<file path="src/rtl/eth_tx_arbiter_pkg.sv">
// Shared types and constants for the two-requester Ethernet TX arbiter.
// Latency: n/a (types and constants only).
// Backpressure: n/a.
package eth_tx_arbiter_pkg;

  // Default frame length limit (bytes forwarded, including the final byte).
  localparam int MAX_FRAME_LEN_DEF = 1522;
  // Default width of the statistics counters.
  localparam int CNT_WIDTH_DEF     = 16;
  // Byte-in-frame counter width; it covers the legal 2..2047 limit range.
  localparam int BYTE_CNT_W        = 11;

  // Arbiter control states.
  typedef enum logic [1:0] {
    ST_IDLE = 2'd0,   // no owner, waiting for a request
    ST_PASS = 2'd1,   // owner's beats flow straight through to the MAC
    ST_DROP = 2'd2    // frame was cut; owner's remaining beats are sunk
  } arb_state_t;

  // Requester index: 0 selects s0, 1 selects s1.
  typedef logic owner_t;

  // One-hot grant vector for an owner index.
  function automatic logic [1:0] owner_onehot(input owner_t o);
    return o ? 2'b10 : 2'b01;
  endfunction

endpackage

</file>
<file path="src/rtl/eth_rr_pick2.sv">
// Two-way round-robin selector: picks the requester that did not own last.
// Latency: purely combinational.
// Backpressure: none; the caller decides when to register the pick.
module eth_rr_pick2
  import eth_tx_arbiter_pkg::*;
(
  input  logic [1:0] req,
  input  owner_t     last_owner,
  output logic       pick_vld,
  output owner_t     pick
);

  // Under contention alternate away from the last owner; otherwise take whoever asks.
  always_comb begin
    pick_vld = |req;
    pick     = 1'b0;
    if (&req) begin
      pick = ~last_owner;
    end else if (req[1]) begin
      pick = 1'b1;
    end
  end

endmodule

</file>
<file path="src/rtl/eth_tx_arbiter.sv">
// Merges two AXI-Stream frame sources onto one 1G MAC TX stream, frame-atomic, round-robin.
// Latency: one arbitration bubble before each frame, then zero-cycle combinational pass-through.
// Backpressure: owner tready follows m_axis_tready in PASS; non-owner is held off; DROP sinks freely.
module eth_tx_arbiter
  import eth_tx_arbiter_pkg::*;
#(
  parameter int MAX_FRAME_LEN = MAX_FRAME_LEN_DEF,
  parameter int CNT_WIDTH     = CNT_WIDTH_DEF
) (
  input  logic                 clock125,
  input  logic                 resetn,

  input  logic [7:0]           s0_axis_tdata,
  input  logic                 s0_axis_tvalid,
  output logic                 s0_axis_tready,
  input  logic                 s0_axis_tlast,
  input  logic                 s0_axis_tuser,

  input  logic [7:0]           s1_axis_tdata,
  input  logic                 s1_axis_tvalid,
  output logic                 s1_axis_tready,
  input  logic                 s1_axis_tlast,
  input  logic                 s1_axis_tuser,

  output logic [7:0]           m_axis_tdata,
  output logic                 m_axis_tvalid,
  input  logic                 m_axis_tready,
  output logic                 m_axis_tlast,
  output logic                 m_axis_tuser,

  output logic [CNT_WIDTH-1:0] frames_sent0,
  output logic [CNT_WIDTH-1:0] frames_sent1,
  output logic [CNT_WIDTH-1:0] frames_truncated,
  output logic [1:0]           grant
);

  // Index of the beat that must carry tlast when a frame reaches the limit.
  localparam logic [BYTE_CNT_W-1:0] LAST_IDX = BYTE_CNT_W'(MAX_FRAME_LEN - 1);

  arb_state_t            state, state_nxt;
  owner_t                owner, last_owner, pick;
  logic                  pick_vld;
  logic [BYTE_CNT_W-1:0] byte_cnt;
  logic                  at_limit;

  // Owner-side view of the selected source.
  logic [7:0]            own_tdata;
  logic                  own_tvalid, own_tlast, own_tuser;
  logic                  own_rdy;

  // Control strobes from the next-state logic into the registers.
  logic                  owner_ld, last_ld, cnt_clr, cnt_inc, inc_sent, inc_trunc;

  eth_rr_pick2 u_pick (
    .req        ({s1_axis_tvalid, s0_axis_tvalid}),
    .last_owner (last_owner),
    .pick_vld   (pick_vld),
    .pick       (pick)
  );

  assign own_tdata  = owner ? s1_axis_tdata  : s0_axis_tdata;
  assign own_tvalid = owner ? s1_axis_tvalid : s0_axis_tvalid;
  assign own_tlast  = owner ? s1_axis_tlast  : s0_axis_tlast;
  assign own_tuser  = owner ? s1_axis_tuser  : s0_axis_tuser;
  assign at_limit   = (byte_cnt == LAST_IDX);

  // Next-state, handshake steering and register strobes; tvalid never looks at m_axis_tready.
  always_comb begin
    state_nxt     = state;
    owner_ld      = 1'b0;
    last_ld       = 1'b0;
    cnt_clr       = 1'b0;
    cnt_inc       = 1'b0;
    inc_sent      = 1'b0;
    inc_trunc     = 1'b0;
    own_rdy       = 1'b0;
    grant         = 2'b00;
    m_axis_tdata  = own_tdata;
    m_axis_tvalid = 1'b0;
    m_axis_tlast  = 1'b0;
    m_axis_tuser  = 1'b0;

    unique case (state)
      ST_IDLE: begin
        if (pick_vld) begin
          owner_ld  = 1'b1;
          cnt_clr   = 1'b1;
          state_nxt = ST_PASS;
        end
      end

      ST_PASS: begin
        grant         = owner_onehot(owner);
        own_rdy       = m_axis_tready;
        m_axis_tvalid = own_tvalid;
        // At the limit the beat is forced to close the frame and flagged bad,
        // unless the source is ending the frame on that very beat anyway.
        m_axis_tlast  = own_tlast | at_limit;
        m_axis_tuser  = own_tuser | (at_limit & ~own_tlast);
        if (own_tvalid && m_axis_tready) begin
          cnt_inc = 1'b1;
          if (own_tlast) begin
            inc_sent  = 1'b1;
            last_ld   = 1'b1;
            state_nxt = ST_IDLE;
          end else if (at_limit) begin
            inc_sent  = 1'b1;
            inc_trunc = 1'b1;
            state_nxt = ST_DROP;
          end
        end
      end

      ST_DROP: begin
        grant   = owner_onehot(owner);
        own_rdy = 1'b1;
        if (own_tvalid && own_tlast) begin
          last_ld   = 1'b1;
          state_nxt = ST_IDLE;
        end
      end

      default: begin
        state_nxt = ST_IDLE;
      end
    endcase
  end

  assign s0_axis_tready = own_rdy & (owner == 1'b0);
  assign s1_axis_tready = own_rdy & (owner == 1'b1);

  // Control registers: state, current owner, fairness history and byte position.
  always_ff @(posedge clock125 or negedge resetn) begin
    if (!resetn) begin
      state      <= ST_IDLE;
      owner      <= 1'b0;
      last_owner <= 1'b1;   // port 0 wins the first contention after reset
      byte_cnt   <= '0;
    end else begin
      state <= state_nxt;
      if (owner_ld) begin
        owner <= pick;
      end
      if (last_ld) begin
        last_owner <= owner;
      end
      if (cnt_clr) begin
        byte_cnt <= '0;
      end else if (cnt_inc) begin
        byte_cnt <= byte_cnt + BYTE_CNT_W'(1);
      end
    end
  end

  // Statistics: free-running wrap-around counters; sent and truncated may bump together.
  always_ff @(posedge clock125 or negedge resetn) begin
    if (!resetn) begin
      frames_sent0     <= '0;
      frames_sent1     <= '0;
      frames_truncated <= '0;
    end else begin
      if (inc_sent && (owner == 1'b0)) begin
        frames_sent0 <= frames_sent0 + CNT_WIDTH'(1);
      end
      if (inc_sent && (owner == 1'b1)) begin
        frames_sent1 <= frames_sent1 + CNT_WIDTH'(1);
      end
      if (inc_trunc) begin
        frames_truncated <= frames_truncated + CNT_WIDTH'(1);
      end
    end
  end

endmodule

</file>
<file path="config.mk">
export PLATFORM = sky130hd
export DESIGN_NAME = eth_tx_arbiter
export DESIGN_NICKNAME = d
export VERILOG_FILES = /design/src/rtl/eth_tx_arbiter_pkg.sv /design/src/rtl/eth_rr_pick2.sv /design/src/rtl/eth_tx_arbiter.sv
export SDC_FILE = /design/constraint.sdc
export NUM_CORES = 1
export LEC_CHECK = 0
export ABC_CLOCK_PERIOD_IN_PS = 2700
export CAP_MARGIN = 20
export CORE_MARGIN = 3
export CORE_UTILIZATION = 45
export CTS_CLUSTER_DIAMETER = 40
export DETAILED_ROUTE_END_ITERATION = 6
export PLACE_DENSITY = 0.74
export SYNTH_ARGS = -nofsm -noshare
export SYNTH_HDL_FRONTEND = slang
export SYNTH_HIERARCHICAL = 1
export SYNTH_SLANG_ARGS = --single-unit
</file>
<file path="constraint.sdc">
create_clock -name clock125 -period 2.7 [get_ports clock125]
set_clock_uncertainty 0.15 [all_clocks]
set_input_delay 0.81 -clock clock125 [delete_from_list [all_inputs] [get_ports clock125]]
set_output_delay 0.81 -clock clock125 [all_outputs]
set_load 0.01 [all_outputs]
</file>
==> results.json <==
{
  "status": "finished with violations",
  "violations": "negative setup slack",
  "p_int_w": 0.00195,
  "avgSynthCellArea_um2": 10.6,
  "tightest_slew_ns": 0.501,
  "yosysSeqAreaShare": 0.446,
  "syn-instance-count": 334,
  "grt_overflow": 0,
  "final_hold_viol_count": 0,
  "leakage_nw": 2.24,
  "rows": 31,
  "slew_violations": 0,
  "layout.nets": 489,
  "cts.sinks": 63,
  "num_vias": 3096,
  "cts_buffer_depth": 2,
  "grt_pass1_wl_mm": 14.7,
  "syn-cell-area_um2": 3540,
  "fin_area_um2": 4900,
  "cts_tree": "yes",
  "power_density_nw_per_um2": 609,
  "path_max_fanout": 2,
  "final_common_cell": "clkdlybuf4s50_1",
  "io_pins": 88,
  "path_class": "reg -> out",
  "syn_to_final_growth_pct": 38.5,
  "path_delay_family": "simple AND/OR/NAND/NOR gates",
  "grtUsageTotal": 0.207,
  "syn_nets": 368,
  "clkPwrFrac": 0.250,
  "ys.flop_type": "dfrtp_1",
  "setup_ws_ns": -0.105,
  "hold_slack_ns": 0.304,
  "grt_pass1_vias": 3114,
  "start_util": 0.475,
  "ys.warnings.count": 6,
  "dpl.hpwl_mm": 6.31,
  "layout-drive-gt1-share": 0.226,
  "layout_common_cells": "68 x clkdlybuf4s50_1, 62 x dfrtp_1, 40 x xor2_1, 36 x buf_4",
  "io_buffers": 87,
  "drt-initial-drc-count": 108,
  "design.core.area_um2": 7450,
  "p_total_w": 0.00298,
  "dr.pass1.iters": 4,
  "wl_per_cell_um": 15.4,
  "vias_per_cell": 5.54,
  "critPathMaxStageDelay_ns": 0.41,
  "drc": 0,
  "ir_drop_uv": 505,
  "dieArea_um2": 8970,
  "path_clk_slew_ns": 0.08,
  "drtAntennaViolNets": 0,
  "switchingPower_w": 0.00104,
  "hold_path.class": "in -> async",
  "drv_cap": 0,
  "rsz0062_at_grt": "yes",
  "clock_latency_ns": 0.34,
  "cts-buffers-inserted": 9,
  "hold_buffers": 0,
  "worstPathArrival_ns": 1.84,
  "worstPathRequired_ns": 1.74,
  "switching_share": 0.348,
  "die_h_um": 94.7,
  "placed_area_um2": 4680,
  "relSlewSlack": 0.666,
  "synth_edf_count": 0,
  "async_flop_share": 1.00,
  "dp_slack_ns": -0.808,
  "period_needed_ns": 2.80,
  "comb_power_share": 0.374,
  "ys_seq_elements": 63,
  "dieWidth_um": 94.7,
  "cp_slowest_cell": "or3b_4",
  "fmax_mhz": 357,
  "diodes": 0,
  "final.period_utilization": 1.04,
  "antenna_found_initial": 0,
  "grt_max_degree": 40,
  "synthDistinctLibCells": 50,
  "setup_viol": 1,
  "p_seq_frac": 0.376,
  "critPathLaunchType": "flip-flop",
  "gp_congestion": 0.821,
  "cts-htree-levels": 3,
  "cts_root_buf": "clkbuf_8",
  "critPathCaptureType": "primary output",
  "cp_cell_sequence": "inv_1 -> ha_2 -> or3b_4 -> nor3_4 -> nand2_1 -> a21oi_2 -> buf_2",
  "drt-total-wl_mm": 8.61,
  "crit_buf_inv": 2
}
-- state kept, by name (all words and copies together) (netlist names) --
register and count:
byte_cnt 11, frames_sent1 16, state 2, frames_sent0 16, last_owner 1, frames_truncated 16, owner 1
-- stage by stage --
stage	setup TNS, ns	utilization	cells
final	-0.105	0.658	559
after global routing	-0.223	0.658	559
after CTS	-0.0915	0.660	558
after detailed placement	-5.59	0.629	537
after global placement	-4.70	0.629	537
after floorplan	0	-	334
-- path summary, 6_finish.rpt --
kind | end | from | slack [ns] | cells after the start
hold reg to reg | frames_sent0[15] | frames_sent0[15] | 0.32 | 1
max in group asynchronous | last_owner | resetn | 1.64 | 2
setup reg to reg | frames_sent1[4] | state[1] | 0.39 | 9
hold / removal | frames_sent0[14] | resetn | 0.30 | 2
min in group clock125 | frames_sent0[15] | frames_sent0[15] | 0.32 | 1
setup / recovery | m_axis_tuser | byte_cnt[1] | -0.10 | 7
-- cells by family after synthesis --
kind of cell    count (synthesis)  share of synthesized area
compound gates                 27                     0.0548
mux                            16                     0.0523
simple gates                  147                      0.259
flops                          63                      0.446
fa+ha+maj                       9                     0.0318
xor+xnor                       50                      0.124
buf+inv                        22                     0.0322
-- what timing repair did --
| item | CTS | global route |
|---|---|---|
| resized for setup | 51 | 10 |
| setup endpoints to repair | 15 | 9 |
| pin swaps | 2 | 0 |
| buffers inserted | 5 | 1 |
-- power groups by stage --
stage	clock [W]	combinational, W	sequential [W]
floorplan	0	0.000565	0.00115
global placement	0	0.00105	0.00113
detailed placement	0	0.00107	0.00114
CTS	0.000764	0.00111	0.00112
global route	0.000816	0.00122	0.00114
finish	0.000747	0.00112	0.00112
-- Yosys cell counts (2+ instances only) --
master / instances / area, um^2
a21oi_1: 8 / 40.0
a31oi_4: 2 / 42.5
and2_1: 7 / 43.8
and3_1: 9 / 56.3
and4_1: 6 / 52.6
buf_1: 3 / 11.3
buf_2: 4 / 20.0
buf_4: 3 / 22.5
buf_6: 2 / 22.5
clkbuf_1: 2 / 7.51
dfrtp_1: 62 / 1550
ha_1: 9 / 113
inv_1: 8 / 30.0
mux2_2: 11 / 124
mux2_4: 2 / 30.0
mux2i_1: 2 / 20.0
nand2_1: 18 / 67.6
nand3_1: 19 / 95.1
nand3_2: 3 / 30.0
nand4_1: 19 / 119
nor2_1: 13 / 48.8
nor2b_1: 2 / 12.5
nor3_1: 13 / 65.1
nor3b_1: 2 / 15.0
nor4_1: 13 / 81.3
nor4_2: 7 / 87.6
o21ai_0: 7 / 35.0
o31ai_1: 4 / 30.0
or3_1: 5 / 31.3
xnor2_1: 10 / 87.6
xor2_1: 40 / 350
-- routing by layer --
| metal | up-vias | track usage | routed length, um |
|---|---|---|---|
| met5 | - | 0 | 0 |
| met4 | 0 | 0.0673 | 138 |
| met3 | 11 | 0.0518 | 447 |
| met2 | 102 | 0.344 | 4280 |
| met1 | 1517 | 0.263 | 3740 |
| li1 | 1466 | - | - |
-- area by class of cell --
class | count | area [um^2]
fill | 606 | 2540
multi-input combinational | 249 | 1900
clock inverter | 6 | 43.8
sequential | 63 | 1580
tap | 99 | 124
clock buffer | 10 | 138
inverter | 8 | 30.0
timing repair buffer | 124 | 1090
(Power assumes the default switching activity.)
